### config.mk
export PLATFORM = sky130hd
export DESIGN_NAME = vga_scan_ctrl
export DESIGN_NICKNAME = d
export VERILOG_FILES = /design/src/rtl/vga_scan_ctrl.sv
export SDC_FILE = /design/constraint.sdc
export NUM_CORES = 1
export LEC_CHECK = 0
export BUFFER_PORTS_ARGS = -buffer_cell sky130_fd_sc_hd__buf_4
export CAP_MARGIN = 15
export CORE_MARGIN = 2
export CORE_UTILIZATION = 40
export CTS_CLUSTER_SIZE = 28
export DETAILED_ROUTE_END_ITERATION = 12
export GPL_ROUTABILITY_DRIVEN = 0
export PLACE_DENSITY = 0.68
export SLEW_MARGIN = 40
export SYNTH_ARGS = -nofsm -noshare
export SYNTH_HDL_FRONTEND = slang
export SYNTH_SLANG_ARGS = --single-unit
### constraint.sdc
create_clock -name clk_25mhz -period 7.3 [get_ports clk_25mhz]
set_input_delay 0.73 -clock clk_25mhz [delete_from_list [all_inputs] [get_ports clk_25mhz]]
set_output_delay 0.73 -clock clk_25mhz [all_outputs]
set_load 0.01 [all_outputs]
### src/rtl/vga_scan_ctrl.sv
// Raster counters plus in-order framebuffer prefetch into a small pixel FIFO.
// Pixels lost to memory underflow are repaid as "debt" so later pixels stay aligned.
module vga_scan_ctrl #(
  parameter int H_DISPLAY   = 640,
  parameter int H_TOTAL     = 800,
  parameter int V_DISPLAY   = 480,
  parameter int V_TOTAL     = 525,
  parameter int COLORS      = 3,
  parameter int COLOR_DEPTH = 8,
  parameter int FIFO_DEPTH  = 8,
  parameter int ADDR_W      = 19
) (
  input  logic                          clk_25mhz,
  input  logic                          rst_n,
  input  logic                          enable,
  output logic [$clog2(H_TOTAL)-1:0]    curr_x,
  output logic [$clog2(V_TOTAL)-1:0]    curr_y,
  output logic [COLORS*COLOR_DEPTH-1:0] pixel_data,
  output logic                          frame_start,
  output logic                          fb_req,
  output logic [ADDR_W-1:0]             fb_addr,
  input  logic                          fb_ready,
  input  logic                          fb_rvalid,
  input  logic [COLORS*COLOR_DEPTH-1:0] fb_rdata,
  output logic                          underflow,
  input  logic                          underflow_clr
);
  localparam int XW    = $clog2(H_TOTAL);
  localparam int YW    = $clog2(V_TOTAL);
  localparam int PIX_W = COLORS * COLOR_DEPTH;
  localparam int PW    = $clog2(FIFO_DEPTH);
  localparam int CW    = PW + 1;

  localparam logic [XW-1:0]     X_VIS    = XW'(H_DISPLAY);
  localparam logic [XW-1:0]     X_LAST   = XW'(H_TOTAL - 1);
  localparam logic [YW-1:0]     Y_VIS    = YW'(V_DISPLAY);
  localparam logic [YW-1:0]     Y_LAST   = YW'(V_TOTAL - 1);
  localparam logic [ADDR_W-1:0] A_LAST   = ADDR_W'(H_DISPLAY * V_DISPLAY - 1);
  localparam logic [CW-1:0]     DEPTH    = CW'(FIFO_DEPTH);
  localparam logic [CW-1:0]     DEBT_MAX = '1;

  typedef enum logic [1:0] {IDLE, FILL, RUN} state_t;

  state_t            state, state_nxt;
  logic [PIX_W-1:0]  mem [FIFO_DEPTH];
  logic [PW-1:0]     wr_ptr, rd_ptr;
  logic [CW-1:0]     count, outstanding, debt, debt_nxt;
  logic [CW:0]       credit, debt_eff, debt_tmp;
  logic              fetch_on, active, accept, push, pop, drop, starve;

  always_comb begin
    state_nxt = state;
    case (state)
      IDLE:    if (enable && outstanding == '0) state_nxt = FILL;
      FILL:    if (!enable) state_nxt = IDLE;
               else if (count == DEPTH) state_nxt = RUN;
      RUN:     if (!enable) state_nxt = IDLE;
      default: state_nxt = IDLE;
    endcase
  end

  always_comb begin
    fetch_on = (state == FILL) || (state == RUN);
    active   = (state == RUN) && (curr_x < X_VIS) && (curr_y < Y_VIS);
    credit   = {1'b0, count} + {1'b0, outstanding};
    fb_req   = fetch_on && (credit < {1'b0, DEPTH});
    accept   = fb_req && fb_ready;
    // No bypass: an empty FIFO starves even if a word lands this cycle;
    // that word belongs to the starved pixel and is paid off as debt.
    starve   = active && (count == '0);
    pop      = active && (count != '0);
    debt_eff = {1'b0, debt} + {{CW{1'b0}}, starve};
    drop     = fb_rvalid && fetch_on && (debt_eff != '0);
    push     = fb_rvalid && fetch_on && (debt_eff == '0);
    debt_tmp = drop ? debt_eff - 1'b1 : debt_eff;
    debt_nxt = debt_tmp[CW] ? DEBT_MAX : debt_tmp[CW-1:0];
    pixel_data  = pop ? mem[rd_ptr] : '0;
    frame_start = (state == RUN) && (curr_x == '0) && (curr_y == '0);
  end

  always_ff @(posedge clk_25mhz) begin
    if (push) mem[wr_ptr] <= fb_rdata;
  end

  always_ff @(posedge clk_25mhz) begin
    if (!rst_n) begin
      state       <= IDLE;
      curr_x      <= '0;
      curr_y      <= '0;
      fb_addr     <= '0;
      count       <= '0;
      outstanding <= '0;
      debt        <= '0;
      wr_ptr      <= '0;
      rd_ptr      <= '0;
      underflow   <= 1'b0;
    end else begin
      state <= state_nxt;

      if (state == RUN && state_nxt == RUN) begin
        if (curr_x == X_LAST) begin
          curr_x <= '0;
          curr_y <= (curr_y == Y_LAST) ? '0 : curr_y + 1'b1;
        end else begin
          curr_x <= curr_x + 1'b1;
        end
      end else begin
        curr_x <= '0;
        curr_y <= '0;
      end

      // Responses keep retiring across IDLE so a restart never sees stale data.
      case ({accept, fb_rvalid})
        2'b10:   outstanding <= outstanding + 1'b1;
        2'b01:   if (outstanding != '0) outstanding <= outstanding - 1'b1;
        default: ;
      endcase

      if (state_nxt == IDLE) begin
        fb_addr <= '0;
        count   <= '0;
        debt    <= '0;
        wr_ptr  <= '0;
        rd_ptr  <= '0;
      end else begin
        if (accept) fb_addr <= (fb_addr == A_LAST) ? '0 : fb_addr + 1'b1;
        if (push)   wr_ptr  <= wr_ptr + 1'b1;
        if (pop)    rd_ptr  <= rd_ptr + 1'b1;
        count <= count + {{PW{1'b0}}, push} - {{PW{1'b0}}, pop};
        debt  <= debt_nxt;
      end

      if (starve)             underflow <= 1'b1;
      else if (underflow_clr) underflow <= 1'b0;
    end
  end
endmodule

# Word-level counts from Yosys, hierarchy flattened
# Memories as Yosys holds them, arrays and structs flattened. A register that Yosys moved wholly into a read port is not among the register bits.
# Index checks and enable logic that the tools add are counted.
classes:
  order_cmp: 3
  n_addsub: 12
  n_eq_ne: 10
  muxes: 18
  n_reduce_logical: 30
  n_bitwise: 2
ops:
  columns: ["cell", "count"]
  rows:
  - ["$mux 24", 1]
  - ["$add 10x1->10 const B", 2]
  - ["$eq 10x10->1 const B", 2]
  - ["$logic_not 10->1", 2]
  - ["$add 19x1->19 const B", 1]
  - ["$eq 19x19->1 const B", 1]
  - ["$mux 19", 1]
  - ["$logic_and 1x1->1", 13]
  - ["$lt 10x10->1 const B", 1]
  - ["$lt 10x9->1 const B", 1]
  - ["$mux 10", 1]
  - ["$logic_not 4->1", 2]
  - ["$mux 2", 4]
  - ["$mux 4", 2]
  - ["$pmux 4 s2", 1]
  - ["$reduce_bool 4->1", 2]
  - ["$add 3x1->3 const B", 2]
  - ["$eq 2x2->1 const B", 3]
  - ["$mux 3", 2]
  - ["$pmux 2 s3", 1]
  - ["$add 4x1->5", 1]
  - ["$add 4x4->5", 1]
  - ["$logic_not 5->1", 1]
  - ["$lt 5x4->1 const B", 1]
  - ["18 further kinds", 26]
totals:
  n_memories: 1
  ramBits: 192
  ff_bits: 60
  output_inout_bits: 66
  input_bits: 30
  word_cells: 86
mem_list:
  columns: ["memory", "depth", "word_bits", "rd", "rd_clocked_by_memory_dff", "wr", "line", "source"]
  rows:
  - ["mem", 8, 24, 1, 1, 1, "45", "logic [PIX_W-1:0] mem [FIFO_DEPTH];"]

# Longest topological paths before layout
# Gate-level depths: netlist (run 1).
logic_depth:
  word_depth: 9
  depth_mapped: 18

# Least setup slack after synthesis (run 1)
# No wires, ideal clock.
synth_path:
  kind: "register -> register"
  start: "reg state[0]"
  end: "mem mem[0][0] (netlist bit), enable pin"
  setup_slack_ns: 2.125
  required_time_ns: 6.834
  synth_period_minus_slack_ns: 5.175
  arrival_ns: 4.709
  stages_incl_launch_ff: 13
  setup_ns: 0.466
  path_cell_list: "dfxtp_1 > inv_1 > ha_1 > nor2b_1 > and4b_1 > ha_1 > ha_1 > inv_1 > ha_1 > nor2b_1 > nor2b_1 > o21ai_1 > nor4_1"
synth_between:
  elab_chain_len: 9
synth_rtl:
  columns: ["element", "line", "source"]
  rows:
  - ["start: declaration", "44", "state_t state, state_nxt;"]
  - ["start signal: assignment", "98", "state <= state_nxt;"]
  - ["$eq 2x2->1", "64", "active = (state == RUN) && (curr_x < X_VIS) && (curr_y < Y_VIS);"]
  - ["$logic_and 1x1->1 (2 in series)", "64", null]
  - ["$logic_and 1x1->1", "70", "starve = active && (count == '0);"]
  - ["via starve", "49", "logic fetch_on, active, accept, push, pop, drop, starve;"]
  - ["$add 4x1->5", "72", "debt_eff = {1'b0, debt} + {{CW{1'b0}}, starve};"]
  - ["$logic_not 5->1", "74", "push = fb_rvalid && fetch_on && (debt_eff == '0);"]
  - ["$logic_and 1x1->1", "74", null]
  - ["$mux 1", "82", "if (push) mem[wr_ptr] <= fb_rdata;"]
  - ["$mux 1 (implied by the code)", "82", null]
  - ["end: declaration", "45", null]
# The timed path passes the listed nets, and every way through them passes these cells.

# Worst setup path after layout (run 1)
layout_path:
  start: "reg state[0]"
  end: "reg count[2]"
layout_between:
  elab_chain_len: 9
layout_rtl:
  columns: ["element", "line", "source"]
  rows:
  - ["$eq 2x2->1", "64", null]
  - ["$logic_and 1x1->1 (2 in series)", "64", null]
  - ["$logic_and 1x1->1", "70", null]
  - ["via starve", "49", null]
  - ["$add 4x1->5", "72", null]
  - ["$logic_not 5->1", "74", null]
  - ["$logic_and 1x1->1", "74", null]
  - ["$add 4x1->4", "129", "count <= count + {{PW{1'b0}}, push} - {{PW{1'b0}}, pop};"]
  - ["$sub 4x1->4", "129", null]
  - ["end signal: assignment", "129", null]
  - ["end: declaration", "47", "logic [CW-1:0] count, outstanding, debt, debt_nxt;"]
# The timed path passes the listed nets, and every way through them passes these cells.
# A chain may end at the register's enable or synchronous reset.

==> results of run 1 <==
==> power groups by stage <==
| stage | logic, uW | registers (uW) | clock network, uW |
|---|---|---|---|
| 2_1_floorplan | 212 | 1640 | 0 |
| 3_3_place_gp | 277 | 1650 | 0 |
| 5_1_grt | 311 | 1620 | 1310 |
| 4_1_cts | 280 | 1620 | 1250 |
| 3_5_place_dp | 279 | 1650 | 0 |
| 6_report | 277 | 1620 | 1220 |
==> Yosys cell counts, types with 13 or more instances <==
cell,n
sky130_fd_sc_hd__edfxtp_1,192
sky130_fd_sc_hd__dfxtp_1,63
sky130_fd_sc_hd__nor2_1,59
sky130_fd_sc_hd__mux4_2,48
sky130_fd_sc_hd__nand2_1,32
sky130_fd_sc_hd__inv_1,31
sky130_fd_sc_hd__mux2i_1,27
sky130_fd_sc_hd__ha_1,26
sky130_fd_sc_hd__nor3_1,26
sky130_fd_sc_hd__xnor2_1,24
sky130_fd_sc_hd__xor2_1,19
sky130_fd_sc_hd__nand4_1,17
sky130_fd_sc_hd__nand3_1,15
sky130_fd_sc_hd__a21oi_1,14
sky130_fd_sc_hd__nor3_2,13
==> sequential cells by signal, indices dropped and copies added (netlist names), named ones only <==
signal       flops
count            4
mem            192
state            2
wr_ptr           3
debt             4
curr_x          10
curr_y          10
outstanding      4
rd_ptr           3
fb_addr         19
underflow        1
==> worst min path at each step <==
stage | start | endpoint | slack (ps)
4_1_cts | fb_rdata[10] | mem[7][10] | 400
2_1_floorplan | rd_ptr[1] | flop | 450
3_5_place_dp | rd_ptr[1] | flop | 480
3_3_place_gp | rd_ptr[1] | flop | 460
6_report | fb_rdata[10] | mem[7][10] | 430
5_1_grt | fb_rdata[10] | mem[5][10] | 420
==> through the flow <==
step	setup WS (ps)	util [%]
finish	3250	47.77
global route	2937	47.77
CTS	3121	47.75
detailed placement	3158	44.85
global placement	3355	44.65
floorplan	2125	-
==> worst max-delay path, cell delays in order, from the launching register on <==
cell	delay, ps
sky130_fd_sc_hd__dfxtp_1	340
sky130_fd_sc_hd__inv_1	130
sky130_fd_sc_hd__ha_1	260
sky130_fd_sc_hd__nor2b_1	340
sky130_fd_sc_hd__and4b_1	290
sky130_fd_sc_hd__ha_1	200
sky130_fd_sc_hd__ha_1	230
sky130_fd_sc_hd__inv_1	120
sky130_fd_sc_hd__ha_1	150
sky130_fd_sc_hd__nor2b_1	260
sky130_fd_sc_hd__nor2b_1	250
sky130_fd_sc_hd__o21ai_2	190
sky130_fd_sc_hd__ha_1	340
sky130_fd_sc_hd__inv_1	50
sky130_fd_sc_hd__ha_1	160
sky130_fd_sc_hd__inv_1	50
sky130_fd_sc_hd__fa_1	370
sky130_fd_sc_hd__xor2_1	140
sky130_fd_sc_hd__nor2_1	50
==> routing by layer <==
metal	vias up	wire length [microns]	global-route usage, %
li1	2926	-	-
met1	3044	9358	20.43
met2	166	9793	23.93
met3	37	1212	2.549
met4	0	477	3.711
met5	-	0	0
==> cell type report <==
type                            count  area [sq um]  area share (%)
Inverter                           31         116.4          0.9089
Tap cell                          341         426.7           3.333
Clock inverter                     12         82.58          0.6450
Multi-Input combinational cell    399          3612           28.22
Timing Repair Buffer              108         835.8           6.529
Sequential cell                   255          7032           54.93
Clock buffer                       30         696.9           5.444
==> cell families (layout without fill, tap and decap cells) <==
group                    Yosys count  count (layout)  synth area share, %
XOR/XNOR                          43              43                3.472
AND/OR/NAND/NOR                  218             218                11.19
AO/OA/AOI/OAI                     34              34                2.215
adder cells (fa/ha/maj)           28              28                3.368
multiplexers                      76              76                12.56
flip-flops                       255             255                64.78
buffers and inverters             57             181                2.411
==> PnR_summary.wiki, run 1 <==
{| class="wikitable"
! Metric !! Value
|-
| Sort of element at the start of the critical path || flop
|-
| Routed WL || 20.84 mm
|-
| TritonCTS Sinks || 255
|-
| Wire per inst || 17.72 microns
|-
| Total negative slack for setup checks || 0 ps
|-
| Number of antenna violations at the first check in global routing || 0
|-
| Capturing instance or port of the critical path || count[2]
|-
| Number of unique standard cell types used by synthesis || 57
|-
| Power after layout || 3112 uW
|-
| Clock tree from TritonCTS || built
|-
| Proportion of power drawn by the clock network || 39.1%
|-
| Layout Skew || 12.34 ps
|-
| Fraction of registers with async set or reset after synthesis || 0%
|-
| Data arrival time of the critical path || 4460 ps
|-
| Nets@finish || 880
|-
| Total nets after synthesis || 769
|-
| Placed instance count || 1134
|-
| First element of the critical path || state[0]
|-
| Total via count in the routed design || 6173
|-
| Critical Path RT || 7710 ps
|-
| Hold/Removal Path Class || in2reg
|-
| Final Slew Violations || 0
|-
| Leading register cell type out of synthesis || sky130_fd_sc_hd__edfxtp_1
|-
| Sequential cell fraction of total power || 52.0%
|-
| Headroom to the max-slew limit || 53.44%
|-
| Average size of a mapped cell || 15.26 sq um
|-
| Number of post-CTS setup repair buffers || 0
|-
| Number of synthesized register bits || 255
|-
| Number of cells upsized or downsized after cts || 0
|-
| Detailed Routing Iterations Pass 1 || 4
|-
| Final critical path time including I/O delays and setup || 4050 ps
|-
| Final Hold Fails || 0
|-
| Internal reg-to-reg setup slack || 3250 ps
|-
| Summed instance area of the synthesized netlist || 10850 sq um
|-
| Congestion Overflow GR || 0
|-
| Final antenna-violating net count || 0
|-
| Tcrit/Tclk final || 55.47%
|-
| Number of remaining DRC errors || 0
|-
| Library cell occupying the most area in the post-synthesis netlist || sky130_fd_sc_hd__edfxtp_1
|-
| Starting density of the core || 40.47%
|-
| Die height || 168.7 microns
|-
| Global-route wire length before repair || 33.22 mm
|-
| EDFF count, synth || 192
|-
| Buffer levels on the longest clock path || 3
|-
| Comb pwr share || 8.9%
|-
| Pin count of the biggest net entering global routing || 49
|-
| Core footprint || 26800 sq um
|-
| Final cell count without fillers || 1176
|-
| Instance count along the most critical hold path || 1
|-
| Clk slew on worst S/H paths || 60 ps
|-
| H-tree level count || 1
|-
| IO Count || 96
|-
| Filler cell count || 2324
|-
| Design internal power || 2382 uW
|-
| Top achievable clock speed || 246.9 MHz
|-
| Worst Hold Slack || 428.2 ps
|-
| Final design instance area without fill || 12800 sq um
|-
| Result of the run || finished, final reports clean
|-
| Standard-cell row count || 60
|-
| Synthesis-to-layout area growth || 18.03%
|-
| Critical path peak fanout || 9
|-
| CTS Root Cell || sky130_fd_sc_hd__clkbuf_16
|-
| Count of synthesis-stage warnings from yosys || 0
|-
| Cts hold-fix bufs || 0
|-
| Number of vias per cell after detailed routing || 5.249
|-
| Via count of the first global-routing pass || 6089
|-
| Reported leakage power || 0.004283 uW
|-
| Cells on worst reg2reg path || 18
|-
| Post-detail-place hpwl || 12.97 mm
|-
| Category of the most critical setup path || reg2reg
|-
| Aggregate global-route resource usage || 14.63%
|-
| Setup violation total in the final timing report || 0
|-
| Slew at the pin with the worst max-slew slack || 698.4 ps
|-
| RR Endpoint || count[2]
|-
| Most frequent cells in the layout || sky130_fd_sc_hd__edfxtp_1 (192), sky130_fd_sc_hd__buf_4 (106), sky130_fd_sc_hd__dfxtp_1 (61)
|-
| Synth Instances || 711
|-
| Biggest area contributors in the synthesized netlist || sky130_fd_sc_hd__edfxtp_1 (53%), sky130_fd_sc_hd__dfxtp_1 (12%), sky130_fd_sc_hd__mux4_2 (10%)
|-
| Most frequent standard cell in the layout excluding fill and tap cells || sky130_fd_sc_hd__edfxtp_1
|-
| Die outline width || 168.7 microns
|-
| Reg-to-reg critical path startpoint || state[0]
|-
| Die area || 28450 sq um
|-
| Diodes inserted || 0
|-
| Maximum capacitance violations || 0
|-
| Cell area after placement || 12020 sq um
|-
| Total of buffers placed on input and output ports || 95
|-
| Crit end category || flop
|-
| Peak supply drop || 0.1785 mV
|-
| Sequential area share after synthesis || 64.78%
|-
| Fraction of layout instances using a drive strength above 1 || 27.43%
|-
| Clock latency at the later pin of the worst-skew pair || 540 ps
|-
| Iteration-0 DRC count of the detailed router || 464
|-
| RSZ-0062 raised after global routing || no
|-
| Number of buffers created by CTS || 27
|-
| Proportion of netlist area held by the largest area contributor || 53.15%
|-
| Total power divided by cell area || 243.1 nW/um^2
|-
| Share of total power consumed by net switching || 23.46%
|-
| Net switching power || 730.1 uW
|}
Note: power is estimated with default switching activity, not from simulation.
==> run 2, diff against run 1 <==
==> constraint.sdc (replaced) <==
create_clock -name clk_25mhz -period 4.1 [get_ports clk_25mhz]
set_input_delay 0.41 -clock clk_25mhz [delete_from_list [all_inputs] [get_ports clk_25mhz]]
set_output_delay 0.41 -clock clk_25mhz [all_outputs]
set_load 0.01 [all_outputs]
==> run 2 against run 1 <==
Via count down 0.32%. Clock power up 90%. Maximum frequency up 10%. Routed wire length down 1.7%.
==> PnR_summary.wiki, run 2 (synthesis gave the netlist of run 1 again) <==
{| class="wikitable"
! Metric !! Value
|-
| Result of the run || finished, final reports clean
|-
| Via count of the first global-routing pass || 6336
|-
| Headroom to the max-slew limit || 57.21%
|-
| Detailed Routing Iterations Pass 1 || 4
|-
| Maximum capacitance violations || 0
|-
| RSZ-0062 raised after global routing || no
|-
| Final Hold Fails || 0
|-
| Number of antenna violations at the first check in global routing || 0
|-
| CTS Root Cell || sky130_fd_sc_hd__clkbuf_16
|-
| Total power divided by cell area || 441.4 nW/um^2
|-
| Total area of multi-input combinational cells || 3617 sq um
|-
| Category of the most critical setup path || reg2reg
|-
| Hold/Removal Path Class || in2reg
|-
| Die height || 168.7 microns
|-
| Post-detail-place hpwl || 13.00 mm
|-
| Filler cell count || 2263
|-
| TritonCTS Sinks || 255
|-
| H-tree level count || 1
|-
| Sequential cell area || 7033 sq um
|-
| Clock latency at the later pin of the worst-skew pair || 530 ps
|-
| Final critical path time including I/O delays and setup || 3674 ps
|-
| Setup violation total in the final timing report || 0
|-
| IO Count || 96
|-
| Top achievable clock speed || 272.2 MHz
|-
| Routed WL || 20.48 mm
|-
| Worst setup slack before clock tree synthesis || 299.9 ps
|-
| Crit end category || flop
|-
| Worst Hold Slack || 104.9 ps
|-
| Iteration-0 DRC count of the detailed router || 319
|-
| Critical Path RT || 4510 ps
|-
| Total of buffers placed on input and output ports || 95
|-
| Top reg by flops || mem
|-
| Wire per inst || 17.26 microns
|-
| Diodes inserted || 0
|-
| Sort of element at the start of the critical path || flop
|-
| Total via count in the routed design || 6153
|-
| Number of remaining DRC errors || 0
|-
| Most frequent cells in the layout || sky130_fd_sc_hd__edfxtp_1 (192), sky130_fd_sc_hd__buf_4 (112), sky130_fd_sc_hd__dfxtp_1 (60)
|-
| Fraction of layout instances using a drive strength above 1 || 28.49%
|-
| Layout Skew || 9.334 ps
|-
| Starting density of the core || 40.47%
|-
| Reported leakage power || 0.004341 uW
|-
| Nets@finish || 885
|-
| Tcrit/Tclk final || 89.61%
|-
| Congestion Overflow GR || 0
|-
| Number of vias per cell after detailed routing || 5.184
|-
| Data arrival time of the critical path || 4080 ps
|-
| Largest register FFs || 192
|-
| Critical path peak fanout || 5
|-
| Final Slew Violations || 0
|-
| Aggregate global-route resource usage || 14.80%
|-
| Core footprint || 26800 sq um
|-
| Pin count of the biggest net entering global routing || 29
|-
| Number of buffers created by CTS || 27
|-
| Final Worst Setup Slack || 426.1 ps
|-
| Die outline width || 168.7 microns
|-
| Clock tree from TritonCTS || built
|-
| Slew at the pin with the worst max-slew slack || 639.0 ps
|-
| Power after layout || 5701 uW
|-
| Global-route wire length before repair || 33.93 mm
|-
| Clk slew on worst S/H paths || 60 ps
|-
| Final antenna-violating net count || 0
|-
| Most frequent standard cell in the layout excluding fill and tap cells || sky130_fd_sc_hd__edfxtp_1
|-
| Number of post-CTS setup repair buffers || 0
|-
| Final cell utilization of the core || 48.19%
|-
| Die area || 28450 sq um
|-
| Standard-cell row count || 60
|-
| Registers with the most flip-flops || mem x192, fb_addr x19
|-
| Peak supply drop || 0.2738 mV
|-
| Buffer levels on the longest clock path || 3
|-
| Synthesis-to-layout area growth || 19.07%
|}
[run 2: cell count changes in the layout (fill, tap and decap cells not counted), moves of 2 or more]
cell and change:
sky130_fd_sc_hd__buf_4 +6, sky130_fd_sc_hd__clkbuf_1 +2, sky130_fd_sc_hd__nor2b_2 +2, sky130_fd_sc_hd__nor2b_1 -2
[run 2: final timing paths]
path	start	end	slack, ps	cells past startpoint
worst min register to register	rd_ptr[1]	flop	480	2
worst max register to register	state[0]	count[2]	430	18
worst max-delay path	state[0]	count[2]	430	18
worst min-delay path	fb_rdata[10]	mem[3][10]	100	1
[run 2: power by group]
part,leakage [uW],total [uW],switching (uW),internal (uW)
clock network,0.000417,2320,983,1340
registers,0.00224,2880,38.5,2840
logic,0.00169,498,311,188
[run 2: worst max-delay path, cell delays in order, from the launching register on]
cell and delay, ps:
sky130_fd_sc_hd__dfxtp_1 380, sky130_fd_sc_hd__inv_1 100, sky130_fd_sc_hd__ha_1 270, sky130_fd_sc_hd__nor2b_2 190
sky130_fd_sc_hd__and4b_1 200, sky130_fd_sc_hd__ha_1 220, sky130_fd_sc_hd__ha_1 270, sky130_fd_sc_hd__inv_1 110
sky130_fd_sc_hd__ha_1 160, sky130_fd_sc_hd__nor2b_2 200, sky130_fd_sc_hd__nor2b_1 190, sky130_fd_sc_hd__o21ai_1 110
sky130_fd_sc_hd__ha_1 310, sky130_fd_sc_hd__inv_1 50, sky130_fd_sc_hd__ha_1 150, sky130_fd_sc_hd__inv_1 50
sky130_fd_sc_hd__fa_1 370, sky130_fd_sc_hd__xor2_1 140, sky130_fd_sc_hd__nor2_1 50
[run 2: layout make-up]
type                       instances  share of cell area (%)
sequential                       255                   54.46
multi-input combinational        399                   28.01
timing repair buffer             113                   6.665
clock buffer                      33                   5.648
tap                              341                   3.304
clock inverter                    15                   1.017
inverter                          31                  0.9010
[run 2: layer usage]
layer	part of all wire [%]	track usage [%]
met5	0	0
met4	1.5	3.036
met3	4.4	3.016
met2	49	25.45
met1	45	19.58
[run 2: what timing repair did]
item                                    in CTS  in global routing
hold buffers                                 0                  0
endpoints found under the setup margin       0                  3
gates resized for setup                      0                  2
[run 2: metrics by stage]
stage / setup TNS (ps) / std cells / area [sq um]
after floorplan: -34140 / 711 / 10860
after global placement: 0 / 1138 / 12030
after detailed placement: 0 / 1139 / 12050
after CTS: 0 / 1187 / 12910
after global routing: 0 / 1187 / 12910
final: 0 / 1187 / 12910
